**config.mk**
```make
export PLATFORM = sky130hd
export DESIGN_NAME = fetch_unit
export DESIGN_NICKNAME = d
export VERILOG_FILES = /design/src/rtl/fetch_unit.sv
export SDC_FILE = /design/constraint.sdc
export NUM_CORES = 1
export LEC_CHECK = 0
export CAP_MARGIN = 20
export CORE_MARGIN = 8
export CORE_UTILIZATION = 37
export CTS_CLUSTER_DIAMETER = 50
export DETAILED_ROUTE_END_ITERATION = 8
export PLACE_DENSITY = 0.69
export SYNTH_ARGS = -nofsm -noshare
export SYNTH_HDL_FRONTEND = slang
export SYNTH_SLANG_ARGS = --single-unit
```
**constraint.sdc**
```tcl
create_clock -name clk -period 3.8 [get_ports clk]
set_input_delay 0.95 -clock clk [delete_from_list [all_inputs] [get_ports clk]]
set_output_delay 0.95 -clock clk [all_outputs]
set_load 0.02 [all_outputs]
```
**src/rtl/fetch_unit.sv**
```systemverilog
// fetch_unit: front-end producer for the instruction queue.
//
// Fetches 64-bit instruction pairs from instruction memory, consults the BTB/BHT on
// the fetch PC, and hands single or paired instructions to the queue's enqueue port.
// Backend mispredicts restart fetch at redirect_pc. A flush that lands while a memory
// request is still outstanding drains that response before the new fetch is issued.
//
// Optional feature (macro FETCH_PERF_EN): adds perf_fetch_cnt / perf_stall_cnt.
//
// Ports
//   clk, rst                      clock, synchronous active-high reset
//   imem_req/imem_addr            fetch request, address held stable until imem_ack
//   imem_ack/imem_rdata           response: [31:0] word@addr, [63:32] word@addr+4
//   btb_hit/btb_target/bht_taken  branch prediction lookup on imem_addr
//   iq_full                       queue cannot take an enqueue this cycle
//   singlemode                    deliver one instruction per cycle
//   mispredict/redirect_pc        backend flush and restart PC
//   inst1_out_*/inst2_out_*       slot-0 / slot-1 instruction, valid and PC+4
//   branch_valid/btb_pc_predict/direct_predict  slot-0 prediction (single delivery only)
//   perf_fetch_cnt/perf_stall_cnt accepted fetches / iq_full stall cycles (FETCH_PERF_EN)
module fetch_unit #(
  parameter logic [31:0] RESET_PC = 32'h0000_0000
) (
  input  logic        clk,
  input  logic        rst,
  output logic        imem_req,
  output logic [31:0] imem_addr,
  input  logic        imem_ack,
  input  logic [63:0] imem_rdata,
  input  logic        btb_hit,
  input  logic [31:0] btb_target,
  input  logic        bht_taken,
  input  logic        iq_full,
  input  logic        singlemode,
  input  logic        mispredict,
  input  logic [31:0] redirect_pc,
  output logic        inst1_out_valid,
  output logic [31:0] inst1_out,
  output logic [31:0] inst1_out_pc4,
  output logic        inst2_out_valid,
  output logic [31:0] inst2_out,
  output logic [31:0] inst2_out_pc4,
  output logic        branch_valid,
  output logic [31:0] btb_pc_predict,
  output logic        direct_predict
`ifdef FETCH_PERF_EN
  ,
  output logic [31:0] perf_fetch_cnt,
  output logic [31:0] perf_stall_cnt
`endif
);

  typedef enum logic [1:0] {S_IDLE, S_REQ, S_HOLD, S_DRAIN} state_t;

  localparam logic [31:0] WordMask = 32'hFFFF_FFFC;

  state_t      r_state;
  logic [31:0] r_pc;          // next fetch address (redirect target while draining)
  logic [31:0] r_drain_addr;  // address of the in-flight request being drained
  logic [31:0] r_w0;
  logic [31:0] r_w1;
  logic        r_v0;
  logic        r_v1;
  logic [31:0] r_bpc;         // word address of the instruction in slot 0
  logic        r_hit;
  logic        r_taken;
  logic [31:0] r_target;

  logic w_deliver;
  logic w_pair;
  logic w_single;
  logic w_empty_after;

  // Enqueue only from a valid buffer when the queue has room and no flush/reset is active.
  assign w_deliver = (r_state == S_HOLD) && r_v0 && !iq_full && !mispredict && !rst;
  assign w_pair    = w_deliver && !singlemode && r_v1;
  assign w_single  = w_deliver && !w_pair;
  // A single delivery with w1 still valid keeps the buffer; everything else empties it.
  assign w_empty_after = w_pair || !r_v1;

  always_comb begin
    imem_req        = !rst && ((r_state == S_REQ) || (r_state == S_DRAIN));
    imem_addr       = (r_state == S_DRAIN) ? r_drain_addr : r_pc;

    inst1_out_valid = w_deliver;
    inst1_out       = w_deliver ? r_w0 : 32'h0;
    inst1_out_pc4   = w_deliver ? r_bpc + 32'd4 : 32'h0;

    inst2_out_valid = w_pair;
    inst2_out       = w_pair ? r_w1 : 32'h0;
    inst2_out_pc4   = w_pair ? r_bpc + 32'd8 : 32'h0;

    // r_hit is only ever set with w1 invalidated, so this is always a single delivery.
    branch_valid    = w_single && r_hit;
    btb_pc_predict  = 32'h0;
    direct_predict  = 1'b0;
    if (branch_valid) begin
      btb_pc_predict = r_taken ? r_target : r_bpc + 32'd4;
      direct_predict = r_taken;
    end
  end

  always_ff @(posedge clk) begin
    if (rst) begin
      r_state      <= S_IDLE;
      r_pc         <= RESET_PC;
      r_drain_addr <= 32'h0;
      r_w0         <= 32'h0;
      r_w1         <= 32'h0;
      r_v0         <= 1'b0;
      r_v1         <= 1'b0;
      r_bpc        <= 32'h0;
      r_hit        <= 1'b0;
      r_taken      <= 1'b0;
      r_target     <= 32'h0;
    end else if (mispredict) begin
      r_pc  <= redirect_pc & WordMask;
      r_v0  <= 1'b0;
      r_v1  <= 1'b0;
      r_hit <= 1'b0;
      unique case (r_state)
        S_REQ: begin
          // An unacked request must still complete on the bus; park it in S_DRAIN.
          if (imem_ack) begin
            r_state <= S_REQ;
          end else begin
            r_state      <= S_DRAIN;
            r_drain_addr <= r_pc;
          end
        end
        S_DRAIN: begin
          // Drain address is unchanged; only the restart PC moves.
          if (imem_ack) r_state <= S_REQ;
        end
        default: r_state <= S_REQ;
      endcase
    end else begin
      unique case (r_state)
        S_IDLE: r_state <= S_REQ;
        S_REQ: begin
          if (imem_ack) begin
            r_w0     <= imem_rdata[31:0];
            r_w1     <= imem_rdata[63:32];
            r_v0     <= 1'b1;
            r_v1     <= !btb_hit;
            r_bpc    <= r_pc;
            r_hit    <= btb_hit;
            r_taken  <= bht_taken;
            r_target <= btb_target & WordMask;
            if (btb_hit) begin
              r_pc <= bht_taken ? (btb_target & WordMask) : r_pc + 32'd4;
            end else begin
              r_pc <= r_pc + 32'd8;
            end
            r_state <= S_HOLD;
          end
        end
        S_HOLD: begin
          if (w_deliver) begin
            if (w_empty_after) begin
              r_v0    <= 1'b0;
              r_v1    <= 1'b0;
              r_hit   <= 1'b0;
              r_state <= S_REQ;
            end else begin
              r_w0  <= r_w1;
              r_bpc <= r_bpc + 32'd4;
              r_v1  <= 1'b0;
              r_hit <= 1'b0;
            end
          end
        end
        S_DRAIN: begin
          if (imem_ack) r_state <= S_REQ;
        end
        default: r_state <= S_IDLE;
      endcase
    end
  end

`ifdef FETCH_PERF_EN
  logic [31:0] r_fetch_cnt;
  logic [31:0] r_stall_cnt;

  always_ff @(posedge clk) begin
    if (rst) begin
      r_fetch_cnt <= 32'h0;
      r_stall_cnt <= 32'h0;
    end else begin
      // Drained and flush-discarded responses are not counted.
      if ((r_state == S_REQ) && imem_ack && !mispredict) r_fetch_cnt <= r_fetch_cnt + 32'd1;
      if ((r_state == S_HOLD) && iq_full) r_stall_cnt <= r_stall_cnt + 32'd1;
    end
  end

  assign perf_fetch_cnt = r_fetch_cnt;
  assign perf_stall_cnt = r_stall_cnt;
`endif

endmodule

```
==> results.md, run 1 <==
- Status: finished, final reports clean
- Mapped Nets: around 1800
- Sink Count: about 200
- Crit Path Category: in2out
- GRT Util Overall: roughly a quarter
- R2R cell count: 10
- Async SR Flop Fraction: 0%
- Peak VDD IR: roughly 290 µV
- Setup TNS: 0 ns
- Yosys top cell by area: dfxtp_1
- CP required: roughly 2.9 ns
- Htree depth: 4
- WP data arrival: 2.84 ns
- Pwr dens: 310.7 nW/µm²
- Most used DFF post-synth: dfxtp_1
- Clock power frac: 37.0%
- Clock Pin Slew Worst Setup and Hold Paths: 0.09 ns
- Share of the synthesized area in the top cell type: 33.19%
- Post-synth top cells: 304 x nand2_1, 196 x dfxtp_1, 193 x nor2_1
- Total wire length: around 50000 µm
- Global placer's final weighted congestion: 0.9150
- Ys Warns: 0
- Cell count after placement: 2283
- Reg power frac: 45.4%
- Worst Hold Depth: 2
- Final Max Slew Viols: 0
- DR iter-0 viols: 1261
- Cell Area, Synth: about 12000 µm²
- Fin crit period: between 3 and 4 ns
- Worst setup startpoint: iq_full
- I/O Pins: 333
- Root Driver: clkbuf_16
- CTS tree: yes
- Die Y: roughly 190 µm
- Worst-margin pin slew: around 0.9 ns
- Drt wl/cell: 21.10 µm
- Max_cap viols: 0
- Worst clock skew: 0.02065 ns
- Vias/cell: ~5.5
- Switch Pwr: approximately 1.6 mW
- Post-synthesis sequential area ratio: 33.19%
- Fmax: 0.2635 GHz
- Clock buffer depth: 2
- Congestion Overflow GR: 0
- Largest net degree at the start of global routing: 74
- Startpoint types: primary input
- Pleak: 6.087 nW
- Internal Power: 3.454 mW
- First-pass GRT wire length: 74150 µm
- Hpwl dp: 36770 µm
- Final Cycle Share: 99.86%
- Min-delay src: r_drain_addr[7]
- Post-layout power: approximately 5 mW
- Synth area leaders: dfxtp_1 33%, nand2_1 9.7%, a21oi_1 7.5%
- Reg-to-Reg Start: r_state[0]
- PortBufs: 328
- Mapped Cells: approximately 1600
- Area delta synth->final: 36.67%
- Pre-antenna DRT Iters: 5
- Die Area: 37930 µm²
- Placeable Area: 31470 µm²
- Syn Area/Cell: about 7.2 µm²
- Worst-skew pair later-pin latency: 0.44 ns
- Comb pwr share: 17.6%
- Setup-failing EPs final: 0
- Vias in the first global route: 12100
- CTS buffer count: 17
- Switching Fraction: 31.20%
- Worst slew margin: between 30 and 40%
- Nets: 2048
- DR vias: 12810
- Initial antenna violation count: 7
- Number of synthesized flops with an enable pin: 0
- # hold bufs at CTS: 0
- Routed Antenna Nets: 0
- Drt drc: 0
- Hold Violations, Final: 0
- Worst hold path class: reg2reg
- Initial Util: 37.56%
- Die Wd: 194.7 µm
- Top-count cell post-synth: nand2_1
- Final std cells w/o fill: 2324
- Critical Path End Type: primary output
- Number of synthesized register bits: 196
- Layout cells sized above 1: 10.38%
- R2R setup slack: 0.76 ns
- Synth unique cells: between 70 and 80
- FP Rows: 65
- CP max FO: 30
-- per-layer routing --
metal	GRT usage [%]	part of all wire (%)
met1	33.22	43
met2	38.68	46
met3	5.061	8.0
met4	7.973	2.4
met5	0	0.027
-- kinds of logic after synthesis --
kind of cell | count (synthesis) | share of synthesized area (%)
and+or+nand+nor | 740 | 28.49
AOI/OAI and AO/OA | 372 | 19.38
DFF | 196 | 33.19
buffers and inverters | 175 | 6.255
xor gates and xnor gates | 73 | 5.409
muxes | 72 | 6.425
adders and majority gates | 8 | 0.8468
-- power groups by stage --
stage	Clock (mW)	Combinational, mW	Sequential (mW)
finish	1.86	0.883	2.28
global route	1.98	0.956	2.29
CTS	1.88	0.873	2.27
detailed placement	0	0.868	2.32
global placement	0	0.859	2.32
floorplan	0	0.529	2.25
-- through the flow --
| step | hold WS, ns | cell area [µm²] | util (%) | setup WS (ns) |
|---|---|---|---|---|
| CTS | 0.4566 | 16110 | 51.17 | -0.02966 |
| global placement | 0.4381 | 15570 | 49.47 | -0.2874 |
| floorplan | 0.4309 | 11820 | - | 0.1725 |
| global route | 0.4771 | 16160 | 51.33 | -0.05147 |
| detailed placement | 0.4462 | 15570 | 49.47 | -0.3229 |
| finish | 0.4566 | 16160 | 51.33 | 0.005320 |
-- layout by cell type, fill, tap and decap left out, types with 10 or more instances in the layout --
cell and count:
mux2i_1 41, a21oi_1 177, nand3_1 39, mux2_2 31, xnor2_1 35, and2_1 87, clkbuf_16 17, a211o_1 10
clkbuf_2 12, inv_1 14, and3_1 17, nor3_1 21, a211oi_1 48, o21ai_0 50, nand4_1 24, dfxtp_1 195
nor2_1 192, nand2_1 303, xor2_1 33, buf_4 79, clkdlybuf4s50_1 213, dlygate4sd2_1 68, clkdlybuf4s15_1 17
-- final timing paths --
path,endpoint
setup / recovery,inst2_out[18]
hold / removal,r_drain_addr[7]
setup reg to reg,r_bpc[11]
hold reg to reg,r_drain_addr[7]
-- worst max-delay path, stage by stage --
cell             delay (ns)
clkdlybuf4s50_1        0.44
nor2b_2                0.16
nand3_2                0.11
inv_2                  0.11
nand3b_1               0.21
inv_2                  0.18
buf_12                 0.18
and2_1                 0.13
dlygate4sd2_1          0.34
-- cell type report --
| type | count | area (µm²) |
|---|---|---|
| Antenna cell | 5 | 12.51 |
| Clock buffer | 18 | 439.2 |
| Clock inverter | 14 | 157.7 |
| Fill cell | 3087 | 15320 |
| Inverter | 18 | 67.56 |
| Multi-Input combinational cell | 1265 | 7264 |
| Sequential cell | 196 | 3925 |
| Tap cell | 402 | 503.0 |
| Timing Repair Buffer | 406 | 3787 |
-- flip-flops by register name, indices dropped and copies added (netlist names), named ones only --
name,cells
r_pc,30
r_hit,1
r_taken,1
r_bpc,32
r_drain_addr,32
r_v0,1
r_state,2
r_w1,32
r_target,30
r_v1,1
r_w0,32
-- what timing repair did --
item                                    in CTS  in global routing
pin swaps                                    1                  1
endpoints found under the setup margin     135                 98
setup buffers                                2                  2
gates resized for setup                    114                 57
No activity file was read; power rests on OpenSTA's default activity.
==> run 2, diff against run 1 <==
- PLACE_DENSITY: 0.69 -> unset
- SLEW_MARGIN: unset -> 20
- clock period: 3.8 -> 4.36 ns (I/O delays scaled with it)
==> run 2 against run 1 <==
Clock skew down 0.0093 ns. Largest power group unchanged. Die area did not move. Sequential cell count unchanged. Critical endpoint is now inst2_out_pc4[9]. Setup slack better by 0.10 ns. Sequential share of layout area is 0.082 points higher.
==> results.md, run 2 (synthesized netlist as in run 1, its figures left out) <==
- Pleak: 6.445 nW (was 6.087 nW)
- Initial Util: 37.56% (unchanged)
- Hold endpoint: r_drain_addr[7] (unchanged)
- Die Y: 194.7 µm (unchanged)
- Congestion Overflow GR: 0 (unchanged)
- Hpwl dp: 36410 µm (was 36770 µm)
- I/O Pins: 333 (unchanged)
- CP bufs+invs: 5 (unchanged)
- Vias in the first global route: 11950 (was 12100)
- Peak VDD IR: 263.3 µV (was 289.8 µV)
- Nets: 2025 (was 2048)
- Root Driver: clkbuf_16 (unchanged)
- Worst slew margin: 33.30% (was 39.06%)
- Pre-antenna DRT Iters: 5 (unchanged)
- Final instance area: 16120 µm² (was 16160 µm²)
- Most common cell after layout, fill and taps aside: nand2_1 (unchanged)
- Final Cycle Share: a little over nine tenths
- Unrepaired setup endpoints after global routing: false
- Startpoint types: primary input (unchanged)
- Worst-margin pin slew: 1.001 ns (was 0.9071 ns)
- Worst path cell trace: clkdlybuf4s50_1, nor2b_1, nand3_1, inv_1, nand3b_1, buf_4, buf_4, a21oi_1, clkdlybuf4s50_1 (was clkdlybuf4s50_1, nor2b_2, nand3_2, inv_2, nand3b_1, inv_2, buf_12, and2_1, dlygate4sd2_1)
- Reg-to-Reg Start: r_pc[10] (was r_state[0])
- Layout cells sized above 1: 8.078% (was 10.38%)
- Initial antenna violation count: 5 (was 7)
- Hold Violations, Final: 0 (unchanged)
- Fmax: 0.2353 GHz
- Final Max Slew Viols: 0 (unchanged)
- Sink Count: 196 (unchanged)
- Worst clock skew: 0.01132 ns (was 0.02065 ns)
- Worst-skew pair later-pin latency: 0.45 ns (was 0.44 ns)
- Slowest CP cell: clkdlybuf4s50_1 (unchanged)
- Global placer's final weighted congestion: 0.9301 (was 0.9150)
- CP max FO: 18 (was 30)
- CP required: 3.27 ns (was 2.85 ns)
- Fin crit period: approximately 4.3 ns
- Die Area: 37930 µm² (unchanged)
- Worst Hold Depth: 2 (unchanged)
- Pwr dens: 265.2 nW/µm² (was 310.7 nW/µm²)
- Die Wd: 194.7 µm (unchanged)
- Drt wl/cell: 21.28 µm (was 21.10 µm)
- CTS tree: yes (unchanged)
- Fin Hold WS: 0.4532 ns (was 0.4566 ns)
- Critical Path End Type: primary output (unchanged)
- R2R setup slack: 1.56 ns (was 0.76 ns)
- Routed Antenna Nets: 0 (unchanged)
- PortBufs: 328 (unchanged)
- WP data arrival: 3.16 ns (was 2.84 ns)
- CP peak stage delay: 0.64 ns (was 0.44 ns)
- Placeable Area: 31470 µm² (unchanged)
- Grt met3 use: 4.733% (was 5.061%)
- Critical R2R Capture: r_pc[22] (was r_bpc[11])
- Setup-failing EPs final: 0 (unchanged)
- Met1 usage: 33.82% (was 33.22%)
- Status: finished, final reports clean (unchanged)
- Worst path top cell family by delay: buffers and inverters (unchanged)
- Total wire length: 48910 µm (was 49030 µm)
- Setup bufs post-CTS: 0 (was 2)
- Clock buffer depth: 2 (unchanged)
- Met2 Use GR: 39.61% (was 38.68%)
- Htree depth: 4 (unchanged)
- Setup TNS: 0 ns (unchanged)
- GRT busiest layer: met2 (unchanged)
- Worst hold path class: reg2reg (unchanged)
- DR vias: 12590 (was 12810)
- Crit Path Category: in2out (unchanged)
- GRT Util Overall: 24.78% (was 24.60%)
- Dpl cell area: 15400 µm² (was 15570 µm²)
- Area delta synth->final: 36.35% (was 36.67%)
- Largest net degree at the start of global routing: 89 (was 74)
- Clock Pin Slew Worst Setup and Hold Paths: 0.08 ns (was 0.09 ns)
- Drt drc: 0 (unchanged)
- Most frequent cells in the layout: 303 x nand2_1, 268 x clkdlybuf4s50_1, 192 x nor2_1, 192 x dfxtp_1, 177 x a21oi_1 (was 303 x nand2_1, 213 x clkdlybuf4s50_1, 195 x dfxtp_1, 192 x nor2_1, 177 x a21oi_1)
- Min-delay src: r_drain_addr[7] (unchanged)
- CTS buffer count: 17 (unchanged)
- Vias/cell: 5.478 (was 5.511)
- First-pass GRT wire length: 74330 µm (was 74150 µm)
- R2R cell count: 6 (was 10)
- Max_cap viols: 0 (unchanged)
- FP Rows: 65 (unchanged)
- DR iter-0 viols: 1193 (was 1261)
-- run 2: what timing repair did --
| action | 4_1_cts | 5_1_grt |
|---|---|---|
| hold buffers | 0 | 0 |
| endpoints found under the hold margin | 0 | 0 |
| gates cloned | 0 | 0 |
| resized for setup | 4 | 57 |
| setup endpoints to repair | 5 | 60 |
-- run 2: cell type report --
type	count	area [µm²]
clock buffers	19	452.9
multi-input cells	1265	7212
repair buffers	383	3850
clock inverters	13	98.84
diodes	2	5.005
inverters	18	67.56
well taps	402	503.0
fillers	3183	15360
flip-flops and latches	196	3929
-- run 2: worst min-delay path, cell delays in order, from the launching register on --
cell	delay (ns)
dfxtp_1	0.31
nand2_1	0.05
a21oi_1	0.05
-- run 2: per-stage QoR --
stage | util (%) | worst slack, ns | std cells | power (mW)
final | 51.21 | 0.1093 | 2298 | 4.274
after global routing | 51.21 | 0.002994 | 2298 | 4.453
after CTS | 50.72 | 0.007195 | 2296 | 4.294
after global placement | 48.93 | 0.02988 | 2264 | 2.757
after detailed placement | 48.93 | 0.007869 | 2264 | 2.767
after floorplan | - | 0.4525 | 1636 | 2.419
-- run 2: routing by layer --
| layer | routed length [µm] | vias up | share of wire, % |
|---|---|---|---|
| met2 | 22520 | 448 | 46 |
| met5 | 39 | - | 0.080 |
| met3 | 3240 | 54 | 6.6 |
| li1 | - | 6086 | - |
| met4 | 873 | 6 | 1.8 |
| met1 | 22240 | 5994 | 45 |
-- run 2: report_power, final --
group	leakage (nW)	switching [mW]	internal, mW
Clock	0.272	0.766	0.770
Combinational	4.58	0.414	0.331
Sequential	1.60	0.115	1.88
Total	6.44	1.30	2.98
-- run 2: worst max path at each step --
stage | startpoint | end | slack [ns] | cells after the start
2_1_floorplan | mispredict | btb_pc_predict[20] | 0.45 | 9
3_3_place_gp | iq_full | btb_pc_predict[29] | 0.03 | 11
3_5_place_dp | iq_full | inst2_out[25] | 0.008 | 10
4_1_cts | iq_full | inst2_out[25] | 0.007 | 10
5_1_grt | iq_full | inst2_out_pc4[9] | 0.003 | 9
6_report | iq_full | inst2_out_pc4[9] | 0.11 | 9
